`src/rtl/mem_port_arbiter.sv`:
```
// Arbiter and sequencer for the single-ported unified memory shared by
// instruction fetch and data access, with fetch starvation guard and timeout.
module mem_port_arbiter #(
    parameter int unsigned ADDR_W     = 10,
    parameter int unsigned DATA_W     = 32,
    parameter int unsigned STARVE_MAX = 3,
    parameter int unsigned TIMEOUT    = 8
) (
    input  logic              clk,
    input  logic              reset,
    input  logic              if_req,
    input  logic [ADDR_W-1:0] if_addr,
    output logic [DATA_W-1:0] if_rdata,
    output logic              if_ack,
    output logic              if_err,
    input  logic              d_req,
    input  logic              d_we,
    input  logic [ADDR_W-1:0] d_addr,
    input  logic [DATA_W-1:0] d_wdata,
    output logic [DATA_W-1:0] d_rdata,
    output logic              d_ack,
    output logic              d_err,
    output logic              mem_en,
    output logic              mem_we,
    output logic [ADDR_W-1:0] mem_addr,
    output logic [DATA_W-1:0] mem_wdata,
    input  logic [DATA_W-1:0] mem_rdata,
    input  logic              mem_ready,
    output logic              busy
);
    localparam int unsigned SW = $clog2(STARVE_MAX + 1);
    localparam int unsigned TW = $clog2(TIMEOUT + 1);

    typedef enum logic [1:0] {IDLE, ISSUE, WAIT, RESP} state_t;

    state_t        state, state_next;
    logic          owner_d;     // 1 = data port owns the current transaction
    logic          lat_we;
    logic          err_flag;
    logic [SW-1:0] starve_cnt;
    logic [TW-1:0] tmo_cnt;
    logic          any_req, grant_d, tmo_hit;

    always_comb begin
        any_req    = if_req | d_req;
        grant_d    = d_req & ~(if_req & (starve_cnt == SW'(STARVE_MAX)));
        tmo_hit    = (tmo_cnt == TW'(TIMEOUT - 1));
        state_next = state;
        case (state)
            IDLE:    if (any_req) state_next = ISSUE;
            ISSUE:   state_next = WAIT;
            WAIT:    if (mem_ready || tmo_hit) state_next = RESP;
            RESP:    state_next = IDLE;
            default: state_next = IDLE;
        endcase
    end

    always_comb begin
        busy   = (state != IDLE);
        mem_en = (state == ISSUE);
        mem_we = (state == ISSUE) & lat_we;
        if_ack = (state == RESP) & ~owner_d;
        d_ack  = (state == RESP) & owner_d;
        if_err = (state == RESP) & ~owner_d & err_flag;
        d_err  = (state == RESP) & owner_d & err_flag;
    end

    always_ff @(posedge clk or posedge reset) begin
        if (reset) state <= IDLE;
        else       state <= state_next;
    end

    always_ff @(posedge clk or posedge reset) begin
        if (reset) begin
            owner_d    <= 1'b0;
            lat_we     <= 1'b0;
            err_flag   <= 1'b0;
            starve_cnt <= '0;
            tmo_cnt    <= '0;
            mem_addr   <= '0;
            mem_wdata  <= '0;
            if_rdata   <= '0;
            d_rdata    <= '0;
        end else begin
            case (state)
                IDLE: if (any_req) begin
                    owner_d  <= grant_d;
                    lat_we   <= grant_d & d_we;
                    err_flag <= 1'b0;
                    mem_addr <= grant_d ? d_addr : if_addr;
                    // Fetch grants leave the write-data bus at its last value.
                    if (grant_d) begin
                        mem_wdata <= d_wdata;
                        if (if_req && starve_cnt != SW'(STARVE_MAX))
                            starve_cnt <= starve_cnt + SW'(1);
                    end else begin
                        starve_cnt <= '0;
                    end
                end
                ISSUE: tmo_cnt <= '0;
                WAIT: begin
                    if (mem_ready) begin
                        if (!lat_we) begin
                            if (owner_d) d_rdata  <= mem_rdata;
                            else         if_rdata <= mem_rdata;
                        end
                    end else begin
                        tmo_cnt <= tmo_cnt + TW'(1);
                        if (tmo_hit) begin
                            err_flag <= 1'b1;
                            if (owner_d) d_rdata  <= '0;
                            else         if_rdata <= '0;
                        end
                    end
                end
                default: ;
            endcase
        end
    end
endmodule

```
`config.mk`:
```
export PLATFORM = sky130hd
export DESIGN_NAME = mem_port_arbiter
export DESIGN_NICKNAME = d
export VERILOG_FILES = /design/src/rtl/mem_port_arbiter.sv
export SDC_FILE = /design/constraint.sdc
export NUM_CORES = 1
export LEC_CHECK = 0
export CORE_ASPECT_RATIO = 1.75
export CORE_MARGIN = 5
export CORE_UTILIZATION = 43
export CTS_CLUSTER_SIZE = 16
export DETAILED_ROUTE_END_ITERATION = 10
export PLACE_DENSITY = 0.87
export SETUP_SLACK_MARGIN = 0.2
export SLEW_MARGIN = 20
export SYNTH_ARGS = -nofsm -noshare
export SYNTH_HDL_FRONTEND = slang
export SYNTH_SLANG_ARGS = --single-unit
```
`constraint.sdc`:
```
create_clock -name clk -period 4.48 [get_ports clk]
set_input_delay 1.12 -clock clk [delete_from_list [all_inputs] [get_ports clk]]
set_output_delay 1.12 -clock clk [all_outputs]
set_load 0.02 [all_outputs]
```
==> metrics.md, run 1 <==
| Metric | Value |
|---|---|
| Vias in the first global route | `4,424` |
| Seq cells post-synth | `117` |
| CP required | `3360 ps` |
| H-tree depth | `4` |
| Fin crit period | `3100 ps` |
| Post-Synthesis Cells | `429` |
| Antenna cells | `0` |
| FMAX | `322 MHz` |
| Routed wire per std cell | `19.7 um` |
| Share of cells above drive strength 1 | `12.3%` |
| Psw | `0.00211 W` |
| Clock share of power | `24.3%` |
| Post-CTS Hold Buffers | `0` |
| RSZ-0062 raised after global routing | `false` |
| Final Hold Fails | `0` |
| Clock latency on the worst-skew pair | `410 ps` |
| Combinational share of power | `44.3%` |
| Worst path max stage delay | `630 ps` |
| Syn_nets | `525` |
| PostCTS Resize Cnt | `0` |
| Slew Viols, Final | `0` |
| Arrival time worst endpoint | `1980 ps` |
| CTS Sinks | `117` |
| DR vias | `4,136` |
| Chip Height | `152 um` |
| Post CTS Setup Buffer Count | `0` |
| Hold WS | `485 ps` |
| Largest cells by area after synthesis | `dfrtp_1 59%, nand2_1 8.6%, mux2_4 8.5%` |
| Root Driver | `clkbuf_16` |
| All-Layer GR Usage | `22.6%` |
| Final Cycle Share | `69.2%` |
| Clk buf depth | `2` |
| Worst setup EP type | `primary output` |
| Tightest Pin Transition | `762 ps` |
| Most frequent cells in the layout | `202 x clkdlybuf4s50_1, 117 x dfrtp_1, 114 x nand2_1, 44 x o21ai_0, 32 x o2bb2ai_1` |
| Startpoint types | `register` |
| Final net count | `727` |
| Clock slew at reported path FFs | `50 ps` |
| Initial antenna violation count | `1` |
| # setup viols final | `0` |
| Vias per std cell | `5.32` |
| Status | `complete, no violations` |
| Synth Warn # | `0` |
| Finished Cell Area | `0.00774 mm2` |
| Drt initial violations | `225` |
| Commonest non-fill, non-tap cell in the layout | `clkdlybuf4s50_1` |
| Top cell type by total area after synthesis | `dfrtp_1` |
| Sequential Power Share | `31.4%` |
| Largest net degree at the start of global routing | `62` |
| Die area | `0.0139 mm2` |
| Setup CP Type | `reg2out` |
| Yosys cell types | `34` |
| Register Area | `0.00293 mm2` |
| Share of the synthesized area in the top cell type | `59.1%` |
| VDD IR max | `0.478 mV` |
| Area of the multi-input gates | `0.00188 mm2` |
| EDFF count, synth | `0` |
| Port Buffer Count | `202` |
| # IOs | `203` |
| Die W | `91.1 um` |
| Remaining DRCs | `0` |
| Grt ovf | `0` |
| Area growth, synth to finish | `56.3%` |
| Cell Pwr Density | `769 mW/mm2` |
| Setup tns final | `0 ps` |
| Hold crit path type | `reg2reg` |
| Final GP Congestion | `0.806` |
| Slew headroom | `48.8%` |
| Max stage delay cell, worst path | `clkdlybuf4s50_1` |
| First-pass GRT wire length | `24,400 um` |
| Mean post-synth cell area | `11.5 um2` |
| Largest fanout on the critical path | `10` |
| Core Region | `0.0115 mm2` |
| Placed cell area | `0.00711 mm2` |
| Starting Density | `43.3%` |
| Filler Cells Inserted | `817` |
| Critical path cell sequence | `inv_1 -> nor2_1 -> clkdlybuf4s50_1` |
| Cell Area, Synth | `0.00495 mm2` |
| Post-DRT Antenna Nets | `0` |
| Final wirelength | `15,300 um` |
| Skew final | `8.62 ps` |
| Dpl hpwl | `11,200 um` |
| MaxCap Viol Count | `0` |
| Ys async rst share | `100%` |
| # rows | `52` |
| Clock buffer count from CTS | `17` |
| Leakage | `3.43 nW` |
| Main synth FF type | `dfrtp_1` |
| Switching fraction of total power | `35.4%` |
| DRT Pass-1 Iters | `4` |
| CTS tree | `built` |
| Sequential fraction of the synthesis area | `59.1%` |
| P_int | `0.00385 W` |
[power groups by stage]
stage | clock network [W] | registers (W) | logic (W)
after floorplan | 0 | 0.00235 | 0.000859
after global placement | 0 | 0.00184 | 0.00257
after detailed placement | 0 | 0.00188 | 0.00265
after CTS | 0.00147 | 0.00187 | 0.00267
after global routing | 0.00152 | 0.00193 | 0.00280
final | 0.00144 | 0.00187 | 0.00264
[worst max-delay path: cells and delay by family (launching register included)]
kind,cells,cell delay (ps)
buffers and inverters,2,810
and+or+nand+nor,1,150
DFF,1,620
[per-stage QoR]
step | utilization (%) | std cells | total power [W] | setup slack [ps]
after global placement | 62.1 | 747 | 0.00442 | 1320
after floorplan | - | 429 | 0.00321 | 259
after global routing | 67.6 | 778 | 0.00626 | 1280
final | 67.6 | 778 | 0.00596 | 1380
after CTS | 67.6 | 778 | 0.00601 | 1360
after detailed placement | 62.1 | 747 | 0.00453 | 1210
[logic make-up (layout without fill, tap and decap cells)]
family          after synthesis  in the layout  share of synthesized area [%]
mux                          45             45                           12.1
buf+inv                      35            249                           3.48
fa+ha+maj                     6              6                           1.52
xor+xnor                      1              1                          0.177
compound gates               88             88                           11.8
flops                       117            117                           59.1
simple gates                137            137                           11.8
[state kept, by name, summed over array words and instances (netlist names)]
| name | flops |
|---|---|
| lat_we | 1 |
| starve_cnt | 2 |
| mem_wdata | 32 |
| owner_d | 1 |
| tmo_cnt | 4 |
| d_rdata | 32 |
| if_rdata | 32 |
| err_flag | 1 |
| state | 2 |
| mem_addr | 10 |
[path summary, 6_finish.rpt]
| path | startpoint | end | slack [ps] | cells after the start |
|---|---|---|---|---|
| setup / recovery | owner_d$_DFFE_PP0P_ | d_err | 1380 | 3 |
| hold / removal | mem_addr[6]$_DFFE_PP0P_ | mem_addr[6]$_DFFE_PP0P_ | 480 | 2 |
| setup reg to reg | state[0]$_DFFE_PP0P_ | if_rdata[0]$_DFFE_PP0P_ | 2080 | 6 |
| hold reg to reg | mem_addr[6]$_DFFE_PP0P_ | mem_addr[6]$_DFFE_PP0P_ | 480 | 2 |
| max in group asynchronous | reset | d_rdata[16]$_DFFE_PP0P_ | 2480 | 3 |
| min in group asynchronous | reset | d_rdata[17]$_DFFE_PP0P_ | 1200 | 2 |
[routing by layer]
| layer | wire length (um) | global-route usage [%] |
|---|---|---|
| met1 | 5170 | 23.7 |
| met2 | 8540 | 40.2 |
| met3 | 838 | 5.54 |
| met4 | 773 | 12.9 |
| met5 | 14 | 0 |
[area by class of cell]
type / instances / area share, %
clock buffer: 23 / 6.30
sequential: 117 / 37.8
tap: 135 / 2.18
clock inverter: 8 / 1.89
multi-input combinational: 277 / 24.3
timing repair buffer: 212 / 27.2
inverter: 6 / 0.323
[cells in the mapped netlist, types with 2 or more instances]
| cell type | instances |
|---|---|
| mux2_2 | 6 |
| a21oi_1 | 2 |
| nand2_1 | 114 |
| o21ai_0 | 45 |
| buf_2 | 9 |
| buf_6 | 4 |
| nand4b_1 | 2 |
| mux2i_1 | 11 |
| ha_1 | 6 |
| nor2b_1 | 2 |
| a22o_1 | 2 |
| nor2_1 | 5 |
| inv_1 | 6 |
| o2bb2ai_1 | 32 |
| and2_1 | 2 |
| clkbuf_1 | 16 |
| mux2_4 | 28 |
| dfrtp_1 | 117 |
| nor4_2 | 2 |
| nand2b_1 | 2 |
| o21ai_1 | 2 |
| nor3_1 | 2 |
Power figures use the tool's default switching activity.
==> inputs of run 2 (changes only) <==
==> constraint.sdc (replaced) <==
create_clock -name clk -period 2.9 [get_ports clk]
set_input_delay 0.725 -clock clk [delete_from_list [all_inputs] [get_ports clk]]
set_output_delay 0.725 -clock clk [all_outputs]
set_load 0.02 [all_outputs]
==> run 2 against run 1 <==
Net effect:
- global-route usage is 0.41 points lower
- register-to-register slack got worse by 1200 ps
- count of clock-buffer cells in the layout down 2
- wire length fell by 0.27%
- die area did not move
- first-iteration DRC count shrank 25%
- non-clock buffer count rose by 5
- total power grew 52%
- clock skew is 2.8 ps lower
- critical path depth is 1 higher
- clock power rose by 45%
- critical path type unchanged
- largest power group unchanged
- highest routed layer is now met4
==> metrics.md, run 2 (synthesis gave the netlist of run 1 again) <==
| Metric | Value |
|---|---|
| Largest net degree at the start of global routing | `86` |
| Root Driver | `clkbuf_16` |
| H-tree depth | `4` |
| FMAX | `398 MHz` |
| Grt ovf | `0` |
| Filler Cells Inserted | `846` |
| Fin crit period | `2510 ps` |
| Final GP Congestion | `0.832` |
| Hold crit path type | `reg2reg` |
| Switching fraction of total power | `35.8%` |
| Die W | `91.1 um` |
| DR vias | `4,119` |
| Cell Pwr Density | `1170 mW/mm2` |
| Setup CP Type | `reg2out` |
| Remaining DRCs | `0` |
| Final net count | `732` |
| Arrival time worst endpoint | `1790 ps` |
| Core Region | `0.0115 mm2` |
| Final Hold Fails | `0` |
| Final wirelength | `15,300 um` |
| Most frequent cells in the layout | `200 x clkdlybuf4s50_1, 116 x dfrtp_1, 114 x nand2_1, 44 x o21ai_0, 32 x o2bb2ai_1` |
| Vias in the first global route | `4,496` |
| VDD IR max | `0.814 mV` |
| CTS Sinks | `117` |
| Die area | `0.0139 mm2` |
| Hold WS | `479 ps` |
| Register-to-register setup slack | `920 ps` |
| CTS tree | `built` |
| Drt initial violations | `168` |
| # rows | `52` |
| # IOs | `203` |
| Post-DRT Antenna Nets | `0` |
| Status | `complete, no violations` |
| Clock share of power | `23.1%` |
| Hold Path Origin | `mem_addr[1]$_DFFE_PP0P_` |
| Crit path max-delay family | `buffers and inverters` |
| # setup viols final | `0` |
| MaxCap Viol Count | `0` |
| Combinational share of power | `45.1%` |
| Setup tns final | `0 ps` |
| Sequential Power Share | `31.8%` |
| Clk buf depth | `2` |
| Routed wire per std cell | `19.5 um` |
| Hold Path End | `mem_addr[1]$_DFFE_PP0P_` |
| P_int | `0.00581 W` |
| Area growth, synth to finish | `56.3%` |
| Commonest non-fill, non-tap cell in the layout | `clkdlybuf4s50_1` |
| Critical path cell sequence | `ha_1 -> nand2_1 -> nor2_1 -> clkdlybuf4s50_1` |
| First-pass GRT wire length | `24,200 um` |
| Psw | `0.00323 W` |
| Worst path max stage delay | `620 ps` |
| DRT Pass-1 Iters | `4` |
| RSZ-0062 raised after global routing | `false` |
| Slew Viols, Final | `0` |
| Reg2reg start | `state[1]$_DFFE_PP0P_` |
| Largest fanout on the critical path | `4` |
| Share of cells above drive strength 1 | `13.1%` |
| Register Area | `0.00293 mm2` |
| Skew final | `5.77 ps` |
| Hold Path Depth | `2` |
| Final Cycle Share | `86.7%` |
| Max stage delay cell, worst path | `clkdlybuf4s50_1` |
| Clock buffer count from CTS | `17` |
| Clock latency on the worst-skew pair | `400 ps` |
| Worst setup EP type | `primary output` |
| Leakage | `3.45 nW` |
| Antenna cells | `0` |
| Worst path bufs/invs | `1` |
| Tightest Pin Transition | `593 ps` |
| Vias per std cell | `5.26` |
| Startpoint types | `register` |
| Port Buffer Count | `202` |
| Path depth of the worst reg2reg path | `6` |
| Reg-to-Reg End | `mem_wdata[5]$_DFFE_PP0P_` |
| CP required | `2170 ps` |
| Clock slew at reported path FFs | `50 ps` |
| Initial antenna violation count | `0` |
| Dpl hpwl | `11,200 um` |
| Area of the multi-input gates | `0.00188 mm2` |
| All-Layer GR Usage | `22.2%` |
| Starting Density | `43.3%` |
| Chip Height | `152 um` |
| Slew headroom | `60.5%` |
| Largest regs | `d_rdata (32), if_rdata (32), mem_wdata (32)` |
==> run 2: changes by cell type in the layout (fill, tap and decap cells not counted), moves of 2 or more <==
cell | previous run | this run
clkinvlp_4 | 1 | 3
dlymetal6s2s_1 | 0 | 2
clkinv_2 | 2 | 5
buf_4 | 9 | 14
clkbuf_8 | 4 | 2
clkdlybuf4s50_1 | 202 | 200
==> run 2: cell type report <==
type	count	share of cell area (%)
repair buffers	217	27.8
inverters	6	0.339
multi-input cells	277	24.2
flip-flops and latches	117	37.8
clock inverters	10	1.68
clock buffers	21	5.95
well taps	135	2.18
==> run 2: repair_timing <==
item,4_1_cts,5_1_grt
setup endpoints to repair,0,3
hold buffers,0,0
resized for setup,0,3
setup buffers,0,0
==> run 2: worst register-to-register path, cell delays in order, from the launching register on <==
cell,delay (ps)
dfrtp_1,410
inv_1,90
ha_1,290
inv_1,80
or2_2,290
buf_4,310
mux2_4,390
==> run 2: through the flow <==
stage | cells | setup slack (ps) | utilization (%) | instance area (um2) | total power (W)
floorplan | 429 | 748 | - | 4960 | 0.00496
global placement | 752 | 381 | 62.4 | 7150 | 0.00681
detailed placement | 752 | 338 | 62.4 | 7150 | 0.00700
CTS | 783 | 220 | 67.6 | 7740 | 0.00913
global route | 783 | 259 | 67.6 | 7740 | 0.00949
finish | 783 | 386 | 67.6 | 7740 | 0.00904
==> run 2: layer usage <==
metal  GRT usage [%]  vias to the layer above  share of wire [%]
li1                -                     1894                  -
met1            23.7                     2025                 35
met2            41.0                      164                 57
met3            4.30                       36                4.4
met4            10.1                        0                3.6
met5               0                        -                  0
==> run 2: power by group through the flow <==
| stage | combinational (W) | clock [W] | sequential, W |
|---|---|---|---|
| 2_1_floorplan | 0.00133 | 0 | 0.00363 |
| 3_3_place_gp | 0.00397 | 0 | 0.00284 |
| 3_5_place_dp | 0.00411 | 0 | 0.00289 |
| 4_1_cts | 0.00413 | 0.00213 | 0.00287 |
| 5_1_grt | 0.00433 | 0.00220 | 0.00296 |
| 6_report | 0.00407 | 0.00209 | 0.00287 |
==> run 2: how the worst max path moves through the flow <==
stage | start | slack [ps] | cells after the start | to
floorplan | reset | 750 | 1 | d_rdata[0]$_DFFE_PP0P_
global placement | d_req | 380 | 5 | mem_wdata[10]$_DFFE_PP0P_
detailed placement | if_req | 340 | 5 | mem_wdata[28]$_DFFE_PP0P_
CTS | owner_d$_DFFE_PP0P_ | 220 | 3 | d_err
global route | state[1]$_DFFE_PP0P_ | 260 | 4 | if_err
finish | state[1]$_DFFE_PP0P_ | 390 | 4 | if_err
==> inputs of run 3 (changes only) <==
--- a/config.mk
+++ b/config.mk
@@ -5,13 +5,16 @@
 export SDC_FILE = /design/constraint.sdc
 export NUM_CORES = 1
 export LEC_CHECK = 0
+export CELL_PAD_IN_SITES_DETAIL_PLACEMENT = 1
+export CELL_PAD_IN_SITES_GLOBAL_PLACEMENT = 1
 export CORE_ASPECT_RATIO = 1.75
 export CORE_MARGIN = 5
-export CORE_UTILIZATION = 43
+export CORE_UTILIZATION = 33
 export CTS_CLUSTER_SIZE = 16
 export DETAILED_ROUTE_END_ITERATION = 10
-export PLACE_DENSITY = 0.87
+export PLACE_DENSITY = 0.88
 export SETUP_SLACK_MARGIN = 0.2
+export SKIP_LAST_GASP = 1
 export SLEW_MARGIN = 20
 export SYNTH_ARGS = -nofsm -noshare
 export SYNTH_HDL_FRONTEND = slang
==> run 3 against run 2 <==
Net effect:
- register-to-register slack worse by 50 ps
- sequential power barely moved
- core utilization down 15 points
- sequential share of layout area decreased by 0.48 points
- first-iteration DRC count decreased by 18%
- critical path depth stayed put
- sequential cell count unchanged
- global-route usage decreased by 1.5 points
- fmax shrank 2.1%
- combinational power rose by 2%
- cell count grew 5.7%
- critical path type unchanged
==> metrics.md, run 3 (synthesis gave the netlist of run 1 again) <==
| Metric | Value |
|---|---|
| Chip Height | `172 um` |
| Fin crit period | `2570 ps` |
| Root Driver | `clkbuf_16` |
| Reg2reg start | `state[1]$_DFFE_PP0P_` |
| Finished Layout Cells | `828` |
| Worst Setup SP | `state[1]$_DFFE_PP0P_` |
| Crit path max-delay family | `buffers and inverters` |
| RSZ-0062 raised after global routing | `false` |
| Status | `complete, no violations` |
| Post-CTS Hold Buffers | `0` |
| VDD IR max | `0.445 mV` |
| Placed cell count | `795` |
| Initial antenna violation count | `1` |
| Share of cells above drive strength 1 | `12.7%` |
| First-pass GRT wire length | `27,200 um` |
| CTS Sinks | `117` |
| Largest net degree at the start of global routing | `118` |
| FMAX | `389 MHz` |
| Vias per std cell | `5.03` |
| Setup tns final | `0 ps` |
| Port Buffer Count | `202` |
| Cell Pwr Density | `1200 mW/mm2` |
| CTS tree | `built` |
| Final wirelength | `17,900 um` |
| Clk buf depth | `2` |
| Clock slew at reported path FFs | `60 ps` |
| Setup crit end | `d_err` |
| Die area | `0.0177 mm2` |
| Remaining DRCs | `0` |
| Routed wire per std cell | `21.6 um` |
| Final Util | `52.9%` |
| Final GP Congestion | `0.780` |
| Hold crit path type | `reg2reg` |
| Clock latency on the worst-skew pair | `410 ps` |
| Core Region | `0.0148 mm2` |
| Slew Viols, Final | `0` |
| Post-DRT Antenna Nets | `0` |
| Drt initial violations | `138` |
| # IOs | `203` |
| # rows | `59` |
| Critical path cell sequence | `ha_1 -> nand2_1 -> nor2_1 -> clkdlybuf4s50_1` |
| Starting Density | `33.4%` |
| Leakage | `3.44 nW` |
| Worst setup EP type | `primary output` |
| DRT Pass-1 Iters | `4` |
| Tightest Pin Transition | `651 ps` |
| Area growth, synth to finish | `58.3%` |
| Final Hold Fails | `0` |
| Largest fanout on the critical path | `4` |
| Final Cycle Share | `88.6%` |
| Worst path max stage delay | `620 ps` |
| Design Power | `0.00940 W` |
| Path depth of the worst reg2reg path | `6` |
| CP required | `2170 ps` |
| Crit path depth | `4` |
| # setup viols final | `0` |
| Largest regs | `d_rdata (32), if_rdata (32), mem_wdata (32)` |
| Setup CP Type | `reg2out` |
| Vias in the first global route | `4,809` |
| Slew headroom | `56.6%` |
| H-tree depth | `4` |
| Most frequent cells in the layout | `200 x clkdlybuf4s50_1, 116 x dfrtp_1, 114 x nand2_1, 44 x o21ai_0, 32 x o2bb2ai_1` |
| Arrival time worst endpoint | `1840 ps` |
| Max stage delay cell, worst path | `clkdlybuf4s50_1` |
| Dpl hpwl | `12,800 um` |
| Commonest non-fill, non-tap cell in the layout | `clkdlybuf4s50_1` |
| Final net count | `727` |
| Die W | `103 um` |
| Startpoint types | `register` |
| All-Layer GR Usage | `20.7%` |
| Reg-to-Reg End | `mem_wdata[8]$_DFFE_PP0P_` |
| MaxCap Viol Count | `0` |
| DR vias | `4,166` |
| Worst path bufs/invs | `1` |
| Grt ovf | `0` |
| Skew final | `7.98 ps` |
| Register-to-register setup slack | `870 ps` |
| Clock buffer count from CTS | `17` |
run 3: cell types whose count changed in the layout (fill, tap and decap cells not counted):
cell	before	now
inv_6	0	1
clkbuf_8	2	0
dlygate4sd2_1	0	1
diode_2	0	1
buf_4	14	8
clkinv_2	5	0
clkinv_4	0	6
clkbuf_1	2	1
buf_12	1	2
dlymetal6s2s_1	2	1
bufinv_16	3	5
run 3: layout make-up:
type	instances	area [um2]
fillers	1575	6990
flip-flops and latches	117	2930
repair buffers	212	2120
multi-input cells	277	1880
clock buffers	18	429
well taps	183	229
clock inverters	14	226
inverters	6	26.3
diodes	1	2.50
run 3: worst min path at each step:
stage / start / to / slack, ps / depth (start not counted)
floorplan: starve_cnt[1]$_DFFE_PP0P_ / starve_cnt[1]$_DFFE_PP0P_ / 450 / 2
global placement: starve_cnt[1]$_DFFE_PP0P_ / starve_cnt[1]$_DFFE_PP0P_ / 470 / 2
detailed placement: mem_addr[5]$_DFFE_PP0P_ / mem_addr[5]$_DFFE_PP0P_ / 480 / 2
CTS: mem_addr[5]$_DFFE_PP0P_ / mem_addr[5]$_DFFE_PP0P_ / 500 / 2
global route: mem_wdata[10]$_DFFE_PP0P_ / mem_wdata[10]$_DFFE_PP0P_ / 520 / 1
finish: mem_addr[6]$_DFFE_PP0P_ / mem_addr[6]$_DFFE_PP0P_ / 500 / 2
run 3: report_power, final:
| part | switching [W] | total, W | internal [W] |
|---|---|---|---|
| Clock | 0.000807 | 0.00234 | 0.00154 |
| Combinational | 0.00214 | 0.00417 | 0.00202 |
| Sequential | 0.000506 | 0.00289 | 0.00239 |
run 3: metal layers:
| layer | global-route usage, % | routed length [um] |
|---|---|---|
| met1 | 20.2 | 6010 |
| met2 | 38.7 | 10300 |
| met3 | 4.24 | 551 |
| met4 | 12.1 | 1000 |
| met5 | 0 | 0 |
run 3: tightest hold or removal path, cell delays in order, from the launching register on:
cell,delay [ps]
dfrtp_1,350
nand2_1,50
o21ai_0,60
run 3: repair_timing:
item,in CTS,in global routing
buffers inserted,0,0
gates resized for setup,1,2
setup endpoints to repair,1,2
run 3: through the flow:
| stage | hold slack (ps) | cell area (um2) | setup slack, ps |
|---|---|---|---|
| 4_1_cts | 495 | 7840 | 211 |
| 2_1_floorplan | 453 | 4960 | 748 |
| 3_5_place_dp | 481 | 7180 | 305 |
| 5_1_grt | 516 | 7840 | 213 |
| 6_report | 495 | 7840 | 332 |
| 3_3_place_gp | 466 | 7180 | 378 |
